## src/rtl/seg7_pkg.sv

```systemverilog
// Shared constants for the 7-segment scan controller: segment codes (active-low
// {a,b,c,d,e,f,g}), slot phase encoding and default parameters.
package seg7_pkg;

  localparam int DEF_DIGITS       = 8;
  localparam int DEF_REFRESH_DIV  = 100000;
  localparam int DEF_BLANK_CYCLES = 1000;

  localparam logic [6:0] SEG_OFF = 7'h7F;
  localparam logic [6:0] SEG_0   = 7'b0000001;
  localparam logic [6:0] SEG_1   = 7'b1001111;
  localparam logic [6:0] SEG_2   = 7'b0010010;
  localparam logic [6:0] SEG_3   = 7'b0000110;
  localparam logic [6:0] SEG_4   = 7'b1001100;
  localparam logic [6:0] SEG_5   = 7'b0100100;
  localparam logic [6:0] SEG_6   = 7'b0100000;
  localparam logic [6:0] SEG_7   = 7'b0001111;
  localparam logic [6:0] SEG_8   = 7'b0000000;
  localparam logic [6:0] SEG_9   = 7'b0000100;

  typedef enum logic {
    PH_BLANK = 1'b0,
    PH_SHOW  = 1'b1
  } phase_e;

endpackage

```

## src/rtl/seg7_scan_ctrl_if.sv

```systemverilog
// Datapath-side and pin-side signals of the scan controller, bundled for the
// user logic (master) and the controller (slave).
interface seg7_scan_ctrl_if
  import seg7_pkg::*;
#(
  parameter int DIGITS = DEF_DIGITS
);
  logic [4*DIGITS-1:0] value_i;
  logic                load_i;
  logic [DIGITS-1:0]   digit_en_i;
  logic [DIGITS-1:0]   dp_i;
  logic [DIGITS-1:0]   an_o;
  logic [6:0]          seg_o;
  logic                dp_o;
  logic                frame_o;

  modport master (
    output value_i, load_i, digit_en_i, dp_i,
    input  an_o, seg_o, dp_o, frame_o
  );

  modport slave (
    input  value_i, load_i, digit_en_i, dp_i,
    output an_o, seg_o, dp_o, frame_o
  );
endinterface

```

## src/rtl/seg7_scan_ctrl_decoder.sv

```systemverilog
// Combinational BCD nibble to active-low segment decoder; 10..15 are dark.
module seg7_scan_ctrl_decoder
  import seg7_pkg::*;
(
  input  logic [3:0] i_nib,
  output logic [6:0] o_seg
);
  always_comb begin
    o_seg = SEG_OFF;
    case (i_nib)
      4'd0:    o_seg = SEG_0;
      4'd1:    o_seg = SEG_1;
      4'd2:    o_seg = SEG_2;
      4'd3:    o_seg = SEG_3;
      4'd4:    o_seg = SEG_4;
      4'd5:    o_seg = SEG_5;
      4'd6:    o_seg = SEG_6;
      4'd7:    o_seg = SEG_7;
      4'd8:    o_seg = SEG_8;
      4'd9:    o_seg = SEG_9;
      default: o_seg = SEG_OFF;
    endcase
  end
endmodule

```

## src/rtl/seg7_scan_ctrl.sv

```systemverilog
// Time-multiplexed 8-digit common-anode scan controller with anti-ghost blanking
// and tear-free frame updates. Define SEG7_LZ_BLANK_EN for leading-zero suppression.
module seg7_scan_ctrl
  import seg7_pkg::*;
#(
  parameter int DIGITS       = DEF_DIGITS,
  parameter int REFRESH_DIV  = DEF_REFRESH_DIV,
  parameter int BLANK_CYCLES = DEF_BLANK_CYCLES
) (
  input  logic          clk100mhz,
  input  logic          rst,
  seg7_scan_ctrl_if.slave bus
);
  localparam int CW = (REFRESH_DIV > 1) ? $clog2(REFRESH_DIV) : 1;
  localparam int IW = (DIGITS > 1) ? $clog2(DIGITS) : 1;
  localparam logic [CW-1:0] SLOT_LAST = CW'(REFRESH_DIV - 1);
  localparam logic [CW-1:0] BLANK_END = CW'(BLANK_CYCLES);
  localparam logic [IW-1:0] IDX_LAST  = IW'(DIGITS - 1);

  logic [CW-1:0]       r_slot;
  logic [IW-1:0]       r_idx;
  logic [4*DIGITS-1:0] r_pend;
  logic [4*DIGITS-1:0] r_act;
  logic [DIGITS-1:0]   r_an;
  logic [6:0]          r_seg;
  logic                r_dp;
  logic                r_frame;

  phase_e              w_phase;
  logic                w_slot_wrap;
  logic                w_frame_wrap;
  logic [CW-1:0]       w_slot_nxt;
  logic [IW-1:0]       w_idx_nxt;
  logic [4*DIGITS-1:0] w_pend_nxt;
  logic [4*DIGITS-1:0] w_act_nxt;
  logic [DIGITS-1:0]   w_an_nxt;
  logic [6:0]          w_seg_nxt;
  logic                w_dp_nxt;
  logic [3:0]          w_nib;
  logic [6:0]          w_dec;
  logic                w_lz_hit;

  assign w_nib = r_act[{r_idx, 2'b00} +: 4];

  seg7_scan_ctrl_decoder decoder (
    .i_nib (w_nib),
    .o_seg (w_dec)
  );

`ifdef SEG7_LZ_BLANK_EN
  // A digit is dark while it and every digit above it are zero; digit 0 always shows.
  // active only changes at frame wrap, so this is stable for a whole frame.
  logic [DIGITS-1:0] w_lz;
  always_comb begin : p_lz
    logic run;
    w_lz = '0;
    run  = 1'b1;
    for (int k = DIGITS - 1; k >= 1; k--) begin
      run     = run & (r_act[4*k +: 4] == 4'd0);
      w_lz[k] = run;
    end
  end
  assign w_lz_hit = w_lz[r_idx];
`else
  assign w_lz_hit = 1'b0;
`endif

  always_comb begin
    w_phase      = (r_slot < BLANK_END) ? PH_BLANK : PH_SHOW;
    w_slot_wrap  = (r_slot == SLOT_LAST);
    w_frame_wrap = w_slot_wrap && (r_idx == IDX_LAST);
    w_slot_nxt   = w_slot_wrap ? '0 : r_slot + CW'(1);
    w_idx_nxt    = r_idx;
    if (w_slot_wrap)
      w_idx_nxt = (r_idx == IDX_LAST) ? '0 : r_idx + IW'(1);
    // A load landing on the wrap edge bypasses pending straight into active.
    w_pend_nxt = bus.load_i ? bus.value_i : r_pend;
    w_act_nxt  = w_frame_wrap ? w_pend_nxt : r_act;
    w_an_nxt   = '1;
    w_seg_nxt  = SEG_OFF;
    w_dp_nxt   = 1'b1;
    if (w_phase == PH_SHOW) begin
      w_an_nxt[r_idx] = ~bus.digit_en_i[r_idx];
      w_seg_nxt       = w_lz_hit ? SEG_OFF : w_dec;
      w_dp_nxt        = ~bus.dp_i[r_idx];
    end
  end

  always_ff @(posedge clk100mhz) begin
    if (rst) begin
      r_slot  <= '0;
      r_idx   <= '0;
      r_pend  <= '0;
      r_act   <= '0;
      r_an    <= '1;
      r_seg   <= SEG_OFF;
      r_dp    <= 1'b1;
      r_frame <= 1'b0;
    end else begin
      r_slot  <= w_slot_nxt;
      r_idx   <= w_idx_nxt;
      r_pend  <= w_pend_nxt;
      r_act   <= w_act_nxt;
      r_an    <= w_an_nxt;
      r_seg   <= w_seg_nxt;
      r_dp    <= w_dp_nxt;
      r_frame <= w_frame_wrap;
    end
  end

  assign bus.an_o    = r_an;
  assign bus.seg_o   = r_seg;
  assign bus.dp_o    = r_dp;
  assign bus.frame_o = r_frame;

endmodule

```

## src/flat_wrapper.sv

```systemverilog
// flat-port wrapper written by rule: the top's interface ports become plain ports
module seg7_scan_ctrl_flat import seg7_pkg::*;
#(
  parameter int DIGITS       = DEF_DIGITS,
  parameter int REFRESH_DIV  = DEF_REFRESH_DIV,
  parameter int BLANK_CYCLES = DEF_BLANK_CYCLES
)
  (clk100mhz, rst, bus_value_i, bus_load_i, bus_digit_en_i, bus_dp_i, bus_an_o, bus_seg_o, bus_dp_o, bus_frame_o);
  seg7_scan_ctrl_if #(.DIGITS(DIGITS)) bus_i ();
  input  logic clk100mhz;
  input  logic rst;
  input wire logic [$bits(bus_i.value_i)-1:0] bus_value_i;
  input wire logic [$bits(bus_i.load_i)-1:0] bus_load_i;
  input wire logic [$bits(bus_i.digit_en_i)-1:0] bus_digit_en_i;
  input wire logic [$bits(bus_i.dp_i)-1:0] bus_dp_i;
  output wire logic [$bits(bus_i.an_o)-1:0] bus_an_o;
  output wire logic [$bits(bus_i.seg_o)-1:0] bus_seg_o;
  output wire logic [$bits(bus_i.dp_o)-1:0] bus_dp_o;
  output wire logic [$bits(bus_i.frame_o)-1:0] bus_frame_o;
  assign bus_i.value_i = bus_value_i;
  assign bus_i.load_i = bus_load_i;
  assign bus_i.digit_en_i = bus_digit_en_i;
  assign bus_i.dp_i = bus_dp_i;
  assign bus_an_o = bus_i.an_o;
  assign bus_seg_o = bus_i.seg_o;
  assign bus_dp_o = bus_i.dp_o;
  assign bus_frame_o = bus_i.frame_o;
  seg7_scan_ctrl #(.DIGITS(DIGITS), .REFRESH_DIV(REFRESH_DIV), .BLANK_CYCLES(BLANK_CYCLES)) u_core (.clk100mhz(clk100mhz), .rst(rst), .bus(bus_i));
endmodule
```

## config.mk

```make
export PLATFORM = sky130hd
export DESIGN_NAME = seg7_scan_ctrl_flat
export DESIGN_NICKNAME = d
export VERILOG_FILES = /design/src/rtl/seg7_pkg.sv /design/src/rtl/seg7_scan_ctrl_if.sv /design/src/rtl/seg7_scan_ctrl_decoder.sv /design/src/rtl/seg7_scan_ctrl.sv /design/src/flat_wrapper.sv
export SDC_FILE = /design/constraint.sdc
export NUM_CORES = 1
export LEC_CHECK = 0
export CORE_UTILIZATION = 56
export DETAILED_ROUTE_END_ITERATION = 12
export PLACE_DENSITY = 0.84
export RECOVER_POWER = 25
export SYNTH_ARGS = -nofsm -noshare
export SYNTH_HDL_FRONTEND = slang
export SYNTH_SLANG_ARGS = --single-unit
export TNS_END_PERCENT = 30
```

## constraint.sdc

```tcl
create_clock -name clk100mhz -period 4.3 [get_ports clk100mhz]
set_input_delay 0.645 -clock clk100mhz [delete_from_list [all_inputs] [get_ports clk100mhz]]
set_output_delay 0.645 -clock clk100mhz [all_outputs]
set_load 0.02 [all_outputs]
```

==> impl_results.md, run 1 <==
- Commonest non-fill, non-tap cells in the layout: 101 x dfxtp_1, 66 x clkdlybuf4s50_1, 52 x nor2_1
- First-pass GRT wire length: 13.3 mm
- Hold_sp: u_core.r_slot[0]
- Pwr Density: 357 mW/mm^2
- Leak: about 1.8 nW
- Status: finished, violations left
- Die height: 86.3 um
- Remaining antenna violation count: 0
- Seq cells post-synth: 101
- Max-slew headroom: -0.503
- # nets final: 479
- Clk sink count: around 100
- Gp weighted congestion: 0.834
- WP data required: 4.54 ns
- Worst Tran Pin Value: 2.26 ns
- Hold Crit Depth: 1
- Residual DRC: 0
- Final WL: approximately 8 mm
- Clk buf depth: 2
- Post-Syn Area per Cell: 11.0 um^2
- Post-CTS Setup Repair Bufs: 0
- Post-DP HPWL: 5.36 mm
- Worst path slowest cell: dfxtp_1
- Share of cells above drive strength 1: 0.0825
- Initial antenna violation count: 0
- Critical path arrival: 3.19 ns
- TritonCTS buffer count: 9
- Synth Cell Area: 0.00398 mm^2
- Die width: 86.3 um
- ANT cells: 0
- Core region area: 0.00683 mm^2
- CP max stage delay: slightly above 0.9 ns
- Number of global-route vias before repair: 2736
- Post-CTS Hold Buffers: 0
- CP endpoint kind: flop
- Buf/Inv on CP: 1
- Cell count of the worst reg-to-reg path: 6
- Final Setup Violations: 0
- Cell family with most CP delay: multiplexers
- Worst-skew pair later-pin latency: 0.38 ns
- Ports: 68
- Synth-to-Final Area Change: 23.5%
- Worst-path clk slew: 0.10 ns
- Commonest non-fill, non-tap cell in the layout: dfxtp_1
- Root buffer cell: clkbuf_8
- RSZ-0062 raised after global routing: no
- DIE AREA: 0.00745 mm^2
- CP Launch Point: u_core.r_idx[0]
- WP depth: 6
- HP Class: flop to flop
- Total grt overflow: 0
- Avg Vias per Cell: around 5.6
- Final setup TNS: 0 ns
- Yosys warns: 0
- Register area share after synthesis: 0.508
- Peak VDD IR: roughly 0.00023 V
- Max Fclk: 339 MHz
- Crit path cell chain: mux4_2, mux2i_1, inv_1, ha_1, nor3_1, a22oi_1
- Initial core utilization: 0.582
- IO buf count: 67
- Tmin final: 2.95 ns
- Rows: 30
- Finished layout cell area: 0.00491 mm^2
- Syn Nets: 422
- H-tree Lvls: 3
- Clk_skew: 0.0163 ns
- Total track usage: 0.233
- Worst hold margin: 0.467 ns
- Failing checks: capacitance limit, slew limit
- CTS tree: yes
- Resized cells post-CTS: 0
- Initial DRC count: 156
- Max-cap violations: 1
- Cell Area, Placed: 0.00468 mm^2
- Count of final max-slew check failures: 33
- Critical path peak fanout: 17
- Worst Setup Start Kind: flop
- Final Hold Vio Count: 0
- Yosys cell types: 40
- RR Startpoint: u_core.r_idx[0]
- Routed vias: 2911
- Routed WL per cell: 15.4 um
- Final period util: 0.686
- Mapped Cells: 362
- Pin count of the biggest net entering global routing: 44
- WS Path Type: flop to flop
- Drt pass-1 iters: 4
## area by class of cell
cell class	count	area, um^2
Timing Repair Buffer	69	679
Clock inverter	7	105
Tap cell	96	120
Fill cell	510	1920
Multi-Input combinational cell	233	1840
Inverter	5	18.8
Clock buffer	9	124
Sequential cell	101	2020
## Yosys cell counts
cell type  count  area [um^2]
and4_1         3         26.3
dfxtp_1      101         2020
nand2b_1       1         6.26
nor3_1         4         20.0
nor3b_1        3         22.5
ha_1           9          113
nand3_1       10         50.1
nand3b_1       2         15.0
or2_1          1         6.26
nand2_1        6         22.5
a21boi_0       1         7.51
clkbuf_1       8         30.0
o21a_1         1         7.51
a22oi_1        5         37.5
xnor2_1        6         52.6
inv_1          5         18.8
o2bb2ai_1     32          280
buf_2         10         50.1
a21oi_1        5         25.0
xor2_1         8         70.1
or4_4          1         11.3
nand4b_1       1         8.76
mux4_2        10          225
mux2i_1       38          380
a211oi_1       2         15.0
mux2_2         4         45.0
nor2_1        52          195
nor4b_1        1         8.76
and2_1         1         6.26
nand4_1        9         56.3
o21ai_0        3         15.0
nor4_1         3         18.8
or3_1          3         18.8
o31ai_1        1         7.51
nor2b_1        2         12.5
nor4_4         1         21.3
or4bb_1        1         11.3
and3_1         2         12.5
or4_1          1         7.51
buf_1          5         18.8
## worst register-to-register path, cell delays in order (launching register included)
cell and delay (ns):
dfxtp_1 0.91, mux4_2 0.60, mux2i_1 0.47, inv_1 0.24
ha_1 0.25, nor3_1 0.24, a22oi_1 0.12
## power breakdown
part / internal [mW] / switching [mW] / leakage [nW]
registers: 0.955 / 0.00691 / 0.821
clock network: 0.337 / 0.339 / 0.112
logic: 0.0652 / 0.0494 / 0.901
## sequential cells by signal, indices dropped and copies added, names as in the netlist
| name | cells |
|---|---|
| u_core.bus.an_o | 8 |
| u_core.r_idx | 3 |
| u_core.bus.seg_o | 7 |
| u_core.bus.frame_o | 1 |
| u_core.r_slot | 17 |
| u_core.r_act | 32 |
| u_core.r_pend | 32 |
| u_core.bus.dp_o | 1 |
## path summary, 6_finish.rpt
path	slack (ns)	end
max	1.35	u_core.bus.seg_o[1]
min reg2reg	0.47	u_core.r_slot[0]
max reg2reg	1.35	u_core.bus.seg_o[1]
min	0.47	u_core.r_slot[0]
## per-stage QoR
step                      instances  worst slack, ns  utilization  total power, mW
after floorplan                 362             1.89            -             1.04
final                           520             1.35        0.719             1.75
after global placement          504             1.46        0.686             1.09
after detailed placement        504             1.34        0.686             1.10
after CTS                       520             1.29        0.719             1.76
after global routing            520             1.05        0.719             1.81
## routing by layer
metal  up-vias  part of all wire  track usage
met2        80              0.45        0.357
met4         0             0.021        0.102
met1      1395              0.47        0.314
met3        14             0.053       0.0562
li1       1422                 -            -
met5         -                 0            0
## logic make-up after synthesis
kind of cell	synth area share
flops	0.508
compound gates	0.0994
simple gates	0.140
xor+xnor	0.0308
mux	0.164
buf+inv	0.0296
fa+ha+maj	0.0283
No activity file was read; power rests on OpenSTA's default activity.
==> inputs of run 2 (changes only) <==
Settings changed: CORE_UTILIZATION 56 to 47, PLACE_DENSITY 0.84 to 0.75.
Clock period 4.3 ns to 2.7 ns, I/O delays scaled along.
==> impl_results.md, run 2 (synthesis results as in run 1) <==
- WL met2: 3.83 mm (+5.6%)
- TritonCTS buffer count: 9 (unchanged)
- Final period util: 0.871
- Total power: 2.66 mW (+52%)
- Critical path peak fanout: 21 (+4)
- Peak VDD IR: 0.000282 V (+20%)
- Share of cells above drive strength 1: 0.0972 (+0.0147)
- Final Hold Vio Count: 0 (unchanged)
- Total grt overflow: 0 (unchanged)
- Biggest regs: u_core.r_act x32, u_core.r_pend x32, u_core.r_slot x17
- Cell family with most CP delay: buffers and inverters
- Root buffer cell: clkbuf_8
- Buf/Inv on CP: 2 (+1)
- ANT cells: 0 (unchanged)
- Die height: 94.0 um (+8.9%)
- Final setup TNS: 0 ns (unchanged)
- Ports: 68 (unchanged)
- Worst Setup Start Kind: primary input
- Final WL: 8.37 mm (+4.8%)
- Post-CTS Setup Repair Bufs: 0 (unchanged)
- Clock share of power: 0.358 (-0.028)
- Worst path slowest cell: clkbuf_1
- Pin count of the biggest net entering global routing: 34 (-23%)
- RSZ-0062 raised after global routing: no
- Remaining antenna violation count: 0 (unchanged)
- Gp weighted congestion: 0.795 (-4.7%)
- CP max stage delay: 1.01 ns (+0.10 ns)
- Die width: 94.0 um (+8.9%)
- Register share of total power: 0.574 (+0.025)
- WP data required: 2.93 ns (-1.61 ns)
- Worst-skew pair later-pin latency: 0.35 ns (-0.03 ns)
- Routed vias: 2914 (+0.10%)
- Leak: 1.86 nW (+1.6%)
- Clk_skew: 0.0102 ns (-0.00610 ns)
- Clk buf depth: 2 (unchanged)
- Commonest non-fill, non-tap cell in the layout: dfxtp_1
- H-tree Lvls: 3 (unchanged)
- Sw frac: 0.214 (-0.0114)
- Worst-path clk slew: 0.09 ns (about the same)
- HP Class: flop to flop
- Highest routed metal layer: met4
- Worst Tran Pin Value: 1.43 ns (-0.829 ns)
- DIE AREA: 0.00884 mm^2 (+19%)
- Pwr Density: 537 mW/mm^2 (+51%)
- Critical path arrival: 2.59 ns (-0.60 ns)
- Max-slew headroom: 0.0496 (+0.553)
- Worst path most repeated cell: clkbuf_1
- Crit path cell chain: clkbuf_1, clkbuf_1, mux2i_1, o2bb2ai_1
- CP endpoint kind: flop
- Total track usage: 0.199 (-0.0336)
- Max-cap violations: 0 (-1)
- # nets final: 488 (+1.9%)
- Rows: 33 (+10%)
- Resized cells post-CTS: 0 (unchanged)
- P_sw: 570 uW (+44%)
- Clk sink count: 101 (unchanged)
- Initial core utilization: 0.484 (-0.0982)
- Post-DP HPWL: 6.01 mm (+12%)
- First-pass GRT wire length: 13.4 mm (+1.1%)
- Residual DRC: 0 (unchanged)
- Max Fclk: 425 MHz
- Tmin final: between 2 and 2.5 ns
- Post-CTS Hold Buffers: 0 (unchanged)
- Core region area: 0.00822 mm^2 (+20%)
- Synth-to-Final Area Change: 24.6%
- Count of final max-slew check failures: 0 (-100%)
- Drt pass-1 iters: 4 (unchanged)
- Status: finished clean
- Commonest non-fill, non-tap cells in the layout: 101 x dfxtp_1, 66 x clkdlybuf4s50_1, 52 x nor2_1
- Avg Vias per Cell: 5.43 (-3.1%)
- Number of global-route vias before repair: 2765 (+1.1%)
- Comb pwr share: 0.068 (+0.003)
- Routed WL per cell: 15.6 um (+1.5%)
- WS Path Type: primary input to flop
- Met3 Wirelength: 578 um (+38%)
- Initial DRC count: 83 (-47%)
- IO buf count: 67 (unchanged)
- Pint: 2.09 mW (+54%)
- Final Setup Violations: 0 (unchanged)
- Initial antenna violation count: 0 (unchanged)
- Wire length on met1: 3.87 mm (+2.7%)
- CTS tree: yes
-- run 2: routing by layer --
| layer | vias to the layer above | GRT usage |
|---|---|---|
| met5 | - | 0 |
| met4 | 0 | 0.0577 |
| met3 | 7 | 0.0518 |
| met2 | 100 | 0.318 |
| met1 | 1368 | 0.264 |
| li1 | 1439 | - |
-- run 2: final cells by class --
type	instances	area (um^2)
Fill cell	681	3260
Sequential cell	101	2020
Multi-Input combinational cell	233	1840
Timing Repair Buffer	78	743
Clock buffer	11	151
Tap cell	105	131
Clock inverter	4	47.5
Inverter	5	18.8
-- run 2: metrics by stage --
stage,setup WS [ns],cell area (um^2),std cells,util,hold slack (ns)
4_1_cts,0.404,4960,537,0.604,0.472
6_report,0.348,4960,537,0.603,0.464
3_5_place_dp,0.422,4760,522,0.580,0.451
3_3_place_gp,0.500,4760,522,0.580,0.442
2_1_floorplan,0.292,3980,362,-,0.427
5_1_grt,0.116,4960,537,0.603,0.489
-- run 2: worst paths after layout --
check                   startpoint             endpoint  slack, ns  cells after the start
setup reg to reg   u_core.r_idx[0]  u_core.bus.seg_o[2]       0.38                      5
hold reg to reg   u_core.r_slot[0]     u_core.r_slot[0]       0.46                      1
hold / removal    u_core.r_slot[0]     u_core.r_slot[0]       0.46                      1
setup / recovery        bus_load_i     u_core.r_act[28]       0.35                      4
-- run 2: power by group through the flow --
stage | registers (mW) | clock network [mW] | logic (mW)
after floorplan | 1.56 | 0 | 0.0872
after global placement | 1.56 | 0 | 0.179
after detailed placement | 1.57 | 0 | 0.181
after CTS | 1.53 | 0.971 | 0.183
after global routing | 1.53 | 1.02 | 0.198
final | 1.53 | 0.953 | 0.181
